===== src/rtl/sand_sweep_ctrl.sv =====
// Sand sweep initiator: one ready/done handshake per fallable cell, bottom-up.
// Define SAND_ALT_SCAN_EN to alternate column direction on every frame.
module sand_sweep_ctrl #(
  parameter int ACTIVE_COLUMNS  = 640,
  parameter int ACTIVE_ROWS     = 480,
  parameter int ADDR_WIDTH      = $clog2(ACTIVE_COLUMNS*ACTIVE_ROWS),
  parameter int WATCHDOG_CYCLES = 8
) (
  input  logic                  clk_i,
  input  logic                  reset_ni,
  input  logic                  start_i,
  input  logic                  cell_done_i,
  output logic                  cell_ready_o,
  output logic [ADDR_WIDTH-1:0] cell_base_address_o,
  output logic                  busy_o,
  output logic                  frame_done_o,
  output logic [15:0]           timeout_count_o
);

  localparam int CW = $clog2(ACTIVE_COLUMNS);
  localparam int RW = $clog2(ACTIVE_ROWS);
  localparam int WW = $clog2(WATCHDOG_CYCLES);

  localparam logic [CW-1:0] LAST_COL = CW'(ACTIVE_COLUMNS-1);
  localparam logic [RW-1:0] FIRST_ROW = RW'(ACTIVE_ROWS-2);
  localparam logic [WW-1:0] WD_LAST = WW'(WATCHDOG_CYCLES-1);

  localparam logic [ADDR_WIDTH-1:0] START_LR =
    ADDR_WIDTH'((ACTIVE_ROWS-2)*ACTIVE_COLUMNS);
  localparam logic [ADDR_WIDTH-1:0] START_RL =
    ADDR_WIDTH'((ACTIVE_ROWS-1)*ACTIVE_COLUMNS-1);
  localparam logic [ADDR_WIDTH-1:0] ROW_BACK =
    ADDR_WIDTH'(2*ACTIVE_COLUMNS-1);
  localparam logic [ADDR_WIDTH-1:0] ONE = ADDR_WIDTH'(1);

  typedef enum logic [2:0] {
    IDLE,
    ISSUE,
    WAIT,
    ADVANCE,
    FDONE
  } state_t;

  state_t                  state_q;
  logic [ADDR_WIDTH-1:0]   addr_q;
  logic [CW-1:0]           col_q;
  logic [RW-1:0]           row_q;
  logic [WW-1:0]           wdog_q;
  logic                    pending_q;
  logic                    scan_rl;
  logic                    last_cell;

`ifdef SAND_ALT_SCAN_EN
  logic dir_q;
  assign scan_rl = dir_q;
`else
  assign scan_rl = 1'b0;
`endif

  // Sweep ends on row 0 at the column the current direction reaches last.
  assign last_cell = (row_q == '0) &&
                     (col_q == (scan_rl ? '0 : LAST_COL));

  assign cell_base_address_o = addr_q;

  always_ff @(posedge clk_i or negedge reset_ni) begin
    if (!reset_ni) begin
      state_q         <= IDLE;
      addr_q          <= '0;
      col_q           <= '0;
      row_q           <= '0;
      wdog_q          <= '0;
      pending_q       <= 1'b0;
      cell_ready_o    <= 1'b0;
      busy_o          <= 1'b0;
      frame_done_o    <= 1'b0;
      timeout_count_o <= '0;
`ifdef SAND_ALT_SCAN_EN
      dir_q           <= 1'b0;
`endif
    end else begin
      cell_ready_o <= 1'b0;
      frame_done_o <= 1'b0;
      if (state_q != IDLE && start_i) begin
        pending_q <= 1'b1;
      end
      unique case (state_q)
        IDLE: begin
          if (start_i || pending_q) begin
            state_q      <= ISSUE;
            cell_ready_o <= 1'b1;
            busy_o       <= 1'b1;
            pending_q    <= 1'b0;
            row_q        <= FIRST_ROW;
            col_q        <= scan_rl ? LAST_COL : '0;
            addr_q       <= scan_rl ? START_RL : START_LR;
          end
        end
        ISSUE: begin
          state_q <= WAIT;
          wdog_q  <= '0;
        end
        WAIT: begin
          if (cell_done_i) begin
            state_q <= ADVANCE;
          end else if (wdog_q == WD_LAST) begin
            state_q <= ADVANCE;
            if (timeout_count_o != 16'hFFFF) begin
              timeout_count_o <= timeout_count_o + 16'd1;
            end
          end else begin
            wdog_q <= wdog_q + 1'b1;
          end
        end
        ADVANCE: begin
          if (last_cell) begin
            state_q      <= FDONE;
            frame_done_o <= 1'b1;
          end else begin
            state_q      <= ISSUE;
            cell_ready_o <= 1'b1;
            if (scan_rl) begin
              addr_q <= addr_q - ONE;
              if (col_q == '0) begin
                col_q <= LAST_COL;
                row_q <= row_q - 1'b1;
              end else begin
                col_q <= col_q - 1'b1;
              end
            end else if (col_q == LAST_COL) begin
              // Jump back to column 0 of the row above.
              addr_q <= addr_q - ROW_BACK;
              col_q  <= '0;
              row_q  <= row_q - 1'b1;
            end else begin
              addr_q <= addr_q + ONE;
              col_q  <= col_q + 1'b1;
            end
          end
        end
        FDONE: begin
          state_q <= IDLE;
          busy_o  <= 1'b0;
`ifdef SAND_ALT_SCAN_EN
          dir_q   <= ~dir_q;
`endif
        end
        default: begin
          state_q <= IDLE;
          busy_o  <= 1'b0;
        end
      endcase
    end
  end

endmodule

===== config.mk =====
export PLATFORM = sky130hd
export DESIGN_NAME = sand_sweep_ctrl
export DESIGN_NICKNAME = d
export VERILOG_FILES = /design/src/rtl/sand_sweep_ctrl.sv
export SDC_FILE = /design/constraint.sdc
export NUM_CORES = 1
export LEC_CHECK = 0
export ABC_CLOCK_PERIOD_IN_PS = 3360
export CORE_MARGIN = 2
export CORE_UTILIZATION = 52
export CTS_BUF_LIST = sky130_fd_sc_hd__clkbuf_8
export DETAILED_ROUTE_END_ITERATION = 7
export PLACE_DENSITY = 0.87
export SLEW_MARGIN = 20
export SYNTH_ARGS = -nofsm -noshare
export SYNTH_HDL_FRONTEND = slang
export SYNTH_SLANG_ARGS = --single-unit
export TNS_END_PERCENT = 100

===== constraint.sdc =====
create_clock -name clk_i -period 3.36 [get_ports clk_i]
set_input_delay 0.672 -clock clk_i [delete_from_list [all_inputs] [get_ports clk_i]]
set_output_delay 0.672 -clock clk_i [all_outputs]
set_load 0.01 [all_outputs]

==> impl_metrics.json, run 1 <==
{
  "grt_max_degree": 52,
  "grt.overflow.total": 0,
  "diodes": 0,
  "syn2layout_area_growth_pct": 24.8,
  "die_h_um": 85.2,
  "hp-class": "in2async",
  "r2r-end": "cell_base_address_o[18]",
  "grt_pass1_vias": 2977,
  "p_leak_nw": 1.82,
  "netlist_area_mm2": 0.00342,
  "io_pins": 42,
  "row_count": 29,
  "critical-path-max-stage-delay_ps": 440,
  "ys_ff_latch": 64,
  "cts_buffers": 9,
  "async_reset_ff_frac": 1.00,
  "wl_mm": 8.30,
  "grt_first_pass_wirelength_mm": 14.0,
  "cts_tree": "done",
  "start_util": 0.539,
  "multiInputGateArea_mm2": 0.00178,
  "crit_start": "col_q[7]",
  "dpl_cell_area_mm2": 0.00394,
  "ff_latch_area_mm2": 0.00160,
  "io_buffers": 41,
  "fin_skew_ps": 8.71,
  "synth.avg_cell_area_um2": 9.33,
  "dp_hpwl_mm": 5.60,
  "synth_cells": 367,
  "layout.nets": 439,
  "arrival_ps": 3480,
  "fin_tns_setup_ps": 0,
  "setup_viol": 0,
  "drtPass1Iterations": 5,
  "crit_path_cell_trace": "or3b_1 -> or3_1 -> clkinvlp_4 -> buf_6 -> ha_1 -> and3_2 -> and3_4 -> a221o_1 -> or3_1 -> a22o_1",
  "cts_sinks": 64,
  "ys_seq_area_frac": 0.468,
  "synth-edff-count": 0,
  "die_w_um": 85.2,
  "vias_per_cell": 6.09,
  "mostFrequentLayoutCell": "dfrtp_1",
  "syn-num-nets": 386,
  "status": "finished, final reports clean",
  "drc": 0,
  "fmax_mhz": 308,
  "r2r_cells": 10,
  "power_density_mw_per_mm2": 576,
  "worstSetupPathType": "reg2reg",
  "via_count": 3056,
  "path_clk_slew_ps": 80,
  "gp_congestion": 0.849,
  "path_delay_family": "simple AND/OR/NAND/NOR gates",
  "drtIter0Drc": 170,
  "maxCapViolations": 0,
  "start_kind": "register",
  "layout-drive-gt1-share": 0.113,
  "wl_per_cell_um": 16.5,
  "cp_num_buf_inv": 2,
  "layout_common_cells": "dfrtp_1 (63), o21ai_0 (46), nand2_1 (40), clkdlybuf4s50_1 (40), nor2_1 (37)",
  "final_area_mm2": 0.00427,
  "tightest_slew_ps": 644,
  "worst-path-stages": 10,
  "final_hold_viol_count": 0,
  "nFillCells": 483,
  "die-area_mm2": 0.00725,
  "cts_buffer_depth": 2,
  "antenna_found_initial": 0,
  "drtAntennaViolNets": 0,
  "cp_max_fo": 10,
  "ff2ff_setup_slack_ps": 120,
  "cts_root_buf": "clkbuf_8",
  "cp-end-kind": "register",
  "fp.coreArea_mm2": 0.00635,
  "critPathSlowestCell": "dfrtp_1",
  "ys_warn_count": 0,
  "cpMostUsedCell": "or3_1",
  "cp-endpoint": "cell_base_address_o[18]",
  "fin_crit_sh": 0.965,
  "ys.flop_type": "dfrtp_1",
  "track_usage": 0.242,
  "synth_cell_types": 51,
  "reg2reg_from": "col_q[7]",
  "irDropWorstVdd_mv": 0.419,
  "slew_viol_final": 0,
  "critPathRequiredTime_ps": 3600,
  "slew_headroom": 0.571,
  "h-tree-depth": 3,
  "worstSkewPairLatency_ps": 350,
  "min_period_ps": 3240
}
-- state kept, by name, indices dropped and copies added, names as in the netlist --
register and cells:
cell_base_address_o 19, cell_ready_o 1, state_q 3, col_q 10
timeout_count_o 16, busy_o 1, wdog_q 3, pending_q 1
row_q 9, frame_done_o 1
-- area by class of cell --
class / instances / area share
Multi-Input combinational cell: 283 / 0.415
Clock inverter: 6 / 0.0269
Tap cell: 77 / 0.0225
Inverter: 7 / 0.00703
Timing Repair Buffer: 55 / 0.121
Clock buffer: 10 / 0.0322
Sequential cell: 64 / 0.375
-- through the flow --
step	util	hold slack [ps]	power [mW]	cells	worst slack, ps
2_1_floorplan	-	376	1.34	367	42.9
3_3_place_gp	0.621	468	1.57	483	136
3_5_place_dp	0.621	483	1.61	483	27.6
4_1_cts	0.663	493	2.44	499	15.7
5_1_grt	0.673	394	2.58	502	-15.0
6_report	0.673	351	2.46	502	118
-- timing repair --
action | in CTS | in global routing
hold buffers | 0 | 0
buffers inserted | 0 | 3
gates resized for setup | 1 | 10
pin swaps | 0 | 1
cloned | 0 | 0
endpoints found under the setup margin | 1 | 4
-- cells by family after synthesis --
family / Yosys count / share of synthesized area
AND/OR/NAND/NOR: 149 / 0.219
multiplexers: 2 / 0.00621
buffers and inverters: 20 / 0.0267
flip-flops: 64 / 0.468
adder cells (fa/ha/maj): 15 / 0.0548
AO/OA/AOI/OAI: 91 / 0.159
XOR/XNOR: 26 / 0.0665
-- layer usage --
layer,GRT usage,vias up,part of all wire
met3,0.0496,19,0.056
met4,0.0924,0,0.018
met5,0,-,0
li1,-,1435,-
met1,0.321,1486,0.44
met2,0.392,116,0.49
-- synth_stat cells, drive strengths merged, types with 3 or more instances --
cell | n | share of area
inv | 6 | 0.0066
a31oi | 7 | 0.013
dfrtp | 64 | 0.47
nand4 | 11 | 0.020
o31ai | 6 | 0.013
a21o | 5 | 0.011
nand3 | 18 | 0.026
and4 | 4 | 0.010
xor2 | 10 | 0.026
a21oi | 12 | 0.018
or3 | 4 | 0.0073
nor4 | 3 | 0.0055
nor3 | 8 | 0.012
ha | 15 | 0.055
o21ai | 47 | 0.069
and3 | 9 | 0.019
clkbuf | 7 | 0.0077
buf | 6 | 0.011
nor2 | 37 | 0.041
nand2 | 40 | 0.044
xnor2 | 16 | 0.041
-- how the worst min path moves through the flow --
stage                               endpoint  slack [ps]          startpoint
after floorplan                       busy_o         380            reset_ni
after global placement              row_q[8]         470            row_q[8]
after detailed placement  timeout_count_o[6]         480  timeout_count_o[6]
after CTS                 timeout_count_o[6]         490  timeout_count_o[6]
after global routing                col_q[5]         390            reset_ni
final                               col_q[5]         350            reset_ni
-- worst reg2reg max path: stages, from the launching register on --
cell	delay [ps]
dfrtp_1	440
or3b_1	400
or3_1	380
clkinvlp_4	200
buf_6	160
ha_1	300
and3_2	270
and3_4	180
a221o_1	320
or3_1	310
a22o_1	180
-- power breakdown --
part	total [mW]	leakage (nW)	internal (mW)	switching [mW]
Sequential	0.948	0.807	0.852	0.0964
Clock	0.834	0.123	0.517	0.317
Combinational	0.678	0.894	0.268	0.410
Note: power is estimated with default switching activity, not from simulation.
==> inputs of run 2 (changes only) <==
Settings changed: HOLD_SLACK_MARGIN set to 0.12, SKIP_LAST_GASP set to 1, SLEW_MARGIN 20 to not set.
==> run 2 against run 1 <==
Compared with the run above: wire length fell by 0.14%; die area did not move; sequential share of layout area rose by 0.055 points; global-route usage did not move; via count fell by 0.82%; critical path type unchanged; critical endpoint unchanged; sequential power barely moved; design area fell by 0.15%; final cell count did not move; combinational power barely moved; clock skew rose by 1.4 ps; fmax fell by 0.94%; critical path depth did not move.
==> impl_metrics.json, run 2 (synthesis gave the netlist of run 1 again) <==
{
  "die_w_um": 85.2,
  "cts_tree": "done",
  "path_delay_family": "simple AND/OR/NAND/NOR gates",
  "setup_viol": 0,
  "fp.coreArea_mm2": 0.00635,
  "grt.overflow.total": 0,
  "fin_skew_ps": 10.1,
  "critPathSlowestCell": "dfrtp_1",
  "grt_pass1_vias": 2977,
  "crit_start": "col_q[7]",
  "worstSkewPairLatency_ps": 350,
  "h-tree-depth": 3,
  "tightest_slew_ps": 1120,
  "ctsHoldBuffers": 0,
  "status": "finished, final reports clean",
  "wl_mm": 8.29,
  "min_period_ps": 3270,
  "cp_num_buf_inv": 2,
  "slew_headroom": 0.253,
  "mostFrequentLayoutCell": "dfrtp_1",
  "largest_register_ffs": 19,
  "via_count": 3031,
  "gp_congestion": 0.849,
  "hp-class": "reg2reg",
  "die-area_mm2": 0.00725,
  "final_hold_viol_count": 0,
  "arrival_ps": 3510,
  "crit_path_cell_trace": "or3b_1 -> or3_1 -> clkinvlp_4 -> buf_4 -> ha_1 -> and3_2 -> and3_4 -> a221o_1 -> or3_1 -> a22o_1",
  "vias_per_cell": 6.04,
  "cp_max_fo": 10,
  "fin_cells": 502,
  "cp-end-kind": "register",
  "drtPass1Iterations": 4,
  "dp.cells": 483,
  "power_density_mw_per_mm2": 577,
  "start_kind": "register",
  "track_usage": 0.242,
  "drc": 0,
  "drtIter0Drc": 164,
  "dpl_cell_area_mm2": 0.00394,
  "syn2layout_area_growth_pct": 24.6,
  "io_pins": 42,
  "die_h_um": 85.2,
  "reg2reg_from": "col_q[7]",
  "maxCapViolations": 0,
  "irDropWorstVdd_mv": 0.420,
  "cts_buffers": 9,
  "path_clk_slew_ps": 70,
  "layout.nets": 439,
  "cts_root_buf": "clkbuf_8",
  "diodes": 0,
  "worst_hold_startpoint": "timeout_count_o[6]",
  "drtAntennaViolNets": 0,
  "critPathRequiredTime_ps": 3600,
  "fmax_mhz": 306,
  "slew_viol_final": 0,
  "cts_sinks": 64,
  "dp_hpwl_mm": 5.60,
  "cts_buffer_depth": 2,
  "start_util": 0.539,
  "layout_common_cells": "dfrtp_1 (63), o21ai_0 (46), nand2_1 (40), clkdlybuf4s50_1 (40), nor2_1 (37)",
  "hold_ws_ps": 492,
  "antenna_found_initial": 0,
  "grt_first_pass_wirelength_mm": 14.0,
  "critical-path-max-stage-delay_ps": 440,
  "fin_crit_sh": 0.974,
  "row_count": 29,
  "cpMostUsedCell": "or3_1",
  "worstSetupPathType": "reg2reg",
  "io_buffers": 41,
  "layout-drive-gt1-share": 0.113,
  "final_area_mm2": 0.00427,
  "grt_max_degree": 52,
  "rsz0062_at_grt": "yes",
  "p_leak_nw": 1.82,
  "wl_per_cell_um": 16.5
}
==> run 2: metrics by stage <==
step	utilization	power (mW)	TNS (ps)	worst slack, ps
3_5_place_dp	0.621	1.61	0	27.6
4_1_cts	0.663	2.44	0	15.7
2_1_floorplan	-	1.34	0	42.9
6_report	0.672	2.46	0	87.2
5_1_grt	0.672	2.58	-37.7	-37.7
3_3_place_gp	0.621	1.57	0	136
==> run 2: worst reg2reg max path, stage by stage, from the launching register on <==
cell and delay (ps):
dfrtp_1 440, or3b_1 400, or3_1 380, clkinvlp_4 190, buf_4 190, ha_1 300, and3_2 270, and3_4 180
a221o_1 320, or3_1 310, a22o_1 180
==> run 2: metal layers <==
metal / routed length, um / global-route usage / up-vias
li1: - / - / 1433
met2: 4070 / 0.392 / 98
met5: 0 / 0 / -
met1: 3610 / 0.321 / 1481
met4: 153 / 0.0924 / 0
met3: 451 / 0.0496 / 19
==> run 2: report_power, final <==
part	total [mW]	internal (mW)	switching (mW)
Combinational	0.678	0.268	0.410
Clock	0.837	0.517	0.320
Sequential	0.948	0.852	0.0964
==> run 2: path summary, 6_finish.rpt <==
path	slack, ps	endpoint	cells past startpoint
setup / recovery	90	cell_base_address_o[18]	10
hold / removal	490	timeout_count_o[6]	1
setup reg to reg	90	cell_base_address_o[18]	10
hold reg to reg	490	timeout_count_o[6]	1
max in group asynchronous	2070	col_q[0]	1
min in group asynchronous	540	col_q[3]	1
==> run 2: what timing repair did <==
| action | CTS | global route |
|---|---|---|
| buffers inserted | 0 | 3 |
| pin swaps | 0 | 1 |
| gates resized for setup | 1 | 9 |
| setup endpoints to repair | 1 | 4 |
==> run 2: area by class of cell <==
| type | count | area, um2 |
|---|---|---|
| sequential | 64 | 1600 |
| tap | 77 | 96.3 |
| multi-input combinational | 283 | 1780 |
| fill | 483 | 2080 |
| timing repair buffer | 55 | 510 |
| clock buffer | 10 | 138 |
| inverter | 7 | 30.0 |
| clock inverter | 6 | 115 |
==> inputs of run 3 (changes only) <==
Settings changed: CELL_PAD_IN_SITES_DETAIL_PLACEMENT set to 1, CELL_PAD_IN_SITES_GLOBAL_PLACEMENT set to 2, CORE_UTILIZATION 52 to 32, PLACE_DENSITY 0.87 to 0.86.
==> run 3 against run 2 <==
Compared with the run above: wire length increased by 8.5%; worst setup slack better by 62 ps; clock power decreased by 13%; highest routed layer unchanged; hold slack lost 250 ps; register-to-register slack gained 60 ps; design area rose by 0.91%; clock-buffer cell count decreased by 1; die area increased by 59%; critical path type unchanged; critical endpoint is now cell_base_address_o[15]; fmax up 1.9%; combinational power up 3%; global-route usage fell by 7.4 points.
==> impl_metrics.json, run 3 (synthesis gave the netlist of run 1 again) <==
{
  "status": "finished, final reports clean",
  "cp_num_buf_inv": 1,
  "start_kind": "register",
  "io_buffers": 41,
  "maxCapViolations": 0,
  "setup_viol": 0,
  "die_h_um": 107,
  "slew_viol_final": 0,
  "irDropWorstVdd_mv": 0.302,
  "fmax_mhz": 311,
  "wl_mm": 9.00,
  "track_usage": 0.168,
  "grt.overflow.total": 0,
  "fin_skew_ps": 12.1,
  "worstSetupPathType": "reg2reg",
  "h-tree-depth": 3,
  "grt_pass1_vias": 3167,
  "start_util": 0.330,
  "layout-drive-gt1-share": 0.115,
  "cp_max_fo": 7,
  "arrival_ps": 3400,
  "antenna_found_initial": 0,
  "cts_tree": "done",
  "layout_common_cells": "dfrtp_1 (63), o21ai_0 (46), nand2_1 (40), clkdlybuf4s50_1 (40), nor2_1 (37)",
  "drtPass1Iterations": 4,
  "gp_congestion": 0.817,
  "vias_per_cell": 5.35,
  "fp.coreArea_mm2": 0.0104,
  "io_pins": 42,
  "die_w_um": 107,
  "cts_buffer_depth": 2,
  "fin_cells": 562,
  "critPathRequiredTime_ps": 3550,
  "p_leak_nw": 1.82,
  "finalPower_mw": 2.37,
  "ctsHoldBuffers": 0,
  "critPathSlowestCell": "or3b_2",
  "dp_hpwl_mm": 6.59,
  "fin_crit_sh": 0.956,
  "cp-end-kind": "register",
  "die-area_mm2": 0.0115,
  "syn2layout_area_growth_pct": 25.8,
  "cts_root_buf": "clkbuf_8",
  "layout.nets": 441,
  "grt_first_pass_wirelength_mm": 15.4,
  "tightest_slew_ps": 503,
  "slew_headroom": 0.662,
  "grt_max_degree": 26,
  "crit_path_cell_trace": "or3b_1 -> or3_4 -> clkinvlp_4 -> ha_2 -> a21o_1 -> a21oi_2 -> or3b_2 -> a31oi_2 -> xor2_1 -> a31oi_1",
  "drtAntennaViolNets": 0,
  "path_clk_slew_ps": 80,
  "final_util": 0.415,
  "dpl_cell_area_mm2": 0.00403,
  "largest_register_ffs": 19,
  "row_count": 37,
  "cts_sinks": 64,
  "wl_per_cell_um": 16.0,
  "via_count": 3009,
  "drtIter0Drc": 80,
  "hp-class": "in2async",
  "dp.cells": 544,
  "worstSkewPairLatency_ps": 340,
  "fin_tns_setup_ps": 0,
  "final_area_mm2": 0.00431,
  "drc": 0,
  "nFillCells": 1224,
  "cts_buffers": 9,
  "min_period_ps": 3210,
  "diodes": 0,
  "path_delay_family": "simple AND/OR/NAND/NOR gates",
  "rsz0062_at_grt": "no",
  "power_density_mw_per_mm2": 551,
  "final_hold_viol_count": 0,
  "critical-path-max-stage-delay_ps": 500,
  "mostFrequentLayoutCell": "dfrtp_1"
}
[run 3: final cells by class]
class                   instances  area, um2  area share
flip-flops and latches         64       1600       0.372
inverters                       7       30.0     0.00697
well taps                     136        170      0.0395
clock inverters                 6       85.1      0.0198
multi-input cells             283       1770       0.411
clock buffers                   9        124      0.0288
repair buffers                 57        526       0.122
[run 3: layer usage]
layer / GRT usage / part of all wire / vias to the layer above
met5: 0 / 0 / -
met4: 0.0568 / 0.016 / 0
met3: 0.0297 / 0.028 / 13
met2: 0.282 / 0.49 / 51
met1: 0.218 / 0.47 / 1506
li1: - / - / 1439
[run 3: worst paths after layout]
path / slack (ps) / to / cells past startpoint / from
min: 240 / timeout_count_o[13] / 1 / reset_ni
min reg2reg: 490 / timeout_count_o[10] / 1 / timeout_count_o[10]
min in group clk_i: 490 / timeout_count_o[10] / 1 / timeout_count_o[10]
max reg2reg: 150 / cell_base_address_o[15] / 10 / col_q[7]
max: 150 / cell_base_address_o[15] / 10 / col_q[7]
max in group asynchronous: 2430 / col_q[7] / 2 / reset_ni
[run 3: worst register-to-register path, delay by kind of cell, from the launching register on]
family                     cells  cell delay [ps]
adders and majority gates      1              340
xor gates and xnor gates       1              220
buffers and inverters          1              160
AOI/OAI and AO/OA              4              680
and+or+nand+nor                3             1230
DFF                            1              440
[run 3: metrics by stage]
| stage | hold slack [ps] | setup WS, ps |
|---|---|---|
| 6_report | 238 | 149 |
| 5_1_grt | 261 | 19.2 |
| 4_1_cts | 244 | 18.4 |
| 3_5_place_dp | 487 | 37.2 |
| 3_3_place_gp | 469 | 163 |
| 2_1_floorplan | 376 | 42.9 |
[run 3: power breakdown]
group | total (mW) | internal (mW) | switching [mW]
Combinational | 0.696 | 0.273 | 0.423
Sequential | 0.948 | 0.850 | 0.0973
Clock | 0.728 | 0.411 | 0.317
Total | 2.37 | 1.53 | 0.838
[run 3: repair_timing]
action	CTS	global route
setup buffers	0	3
resized for setup	0	10
endpoints found under the setup margin	0	2
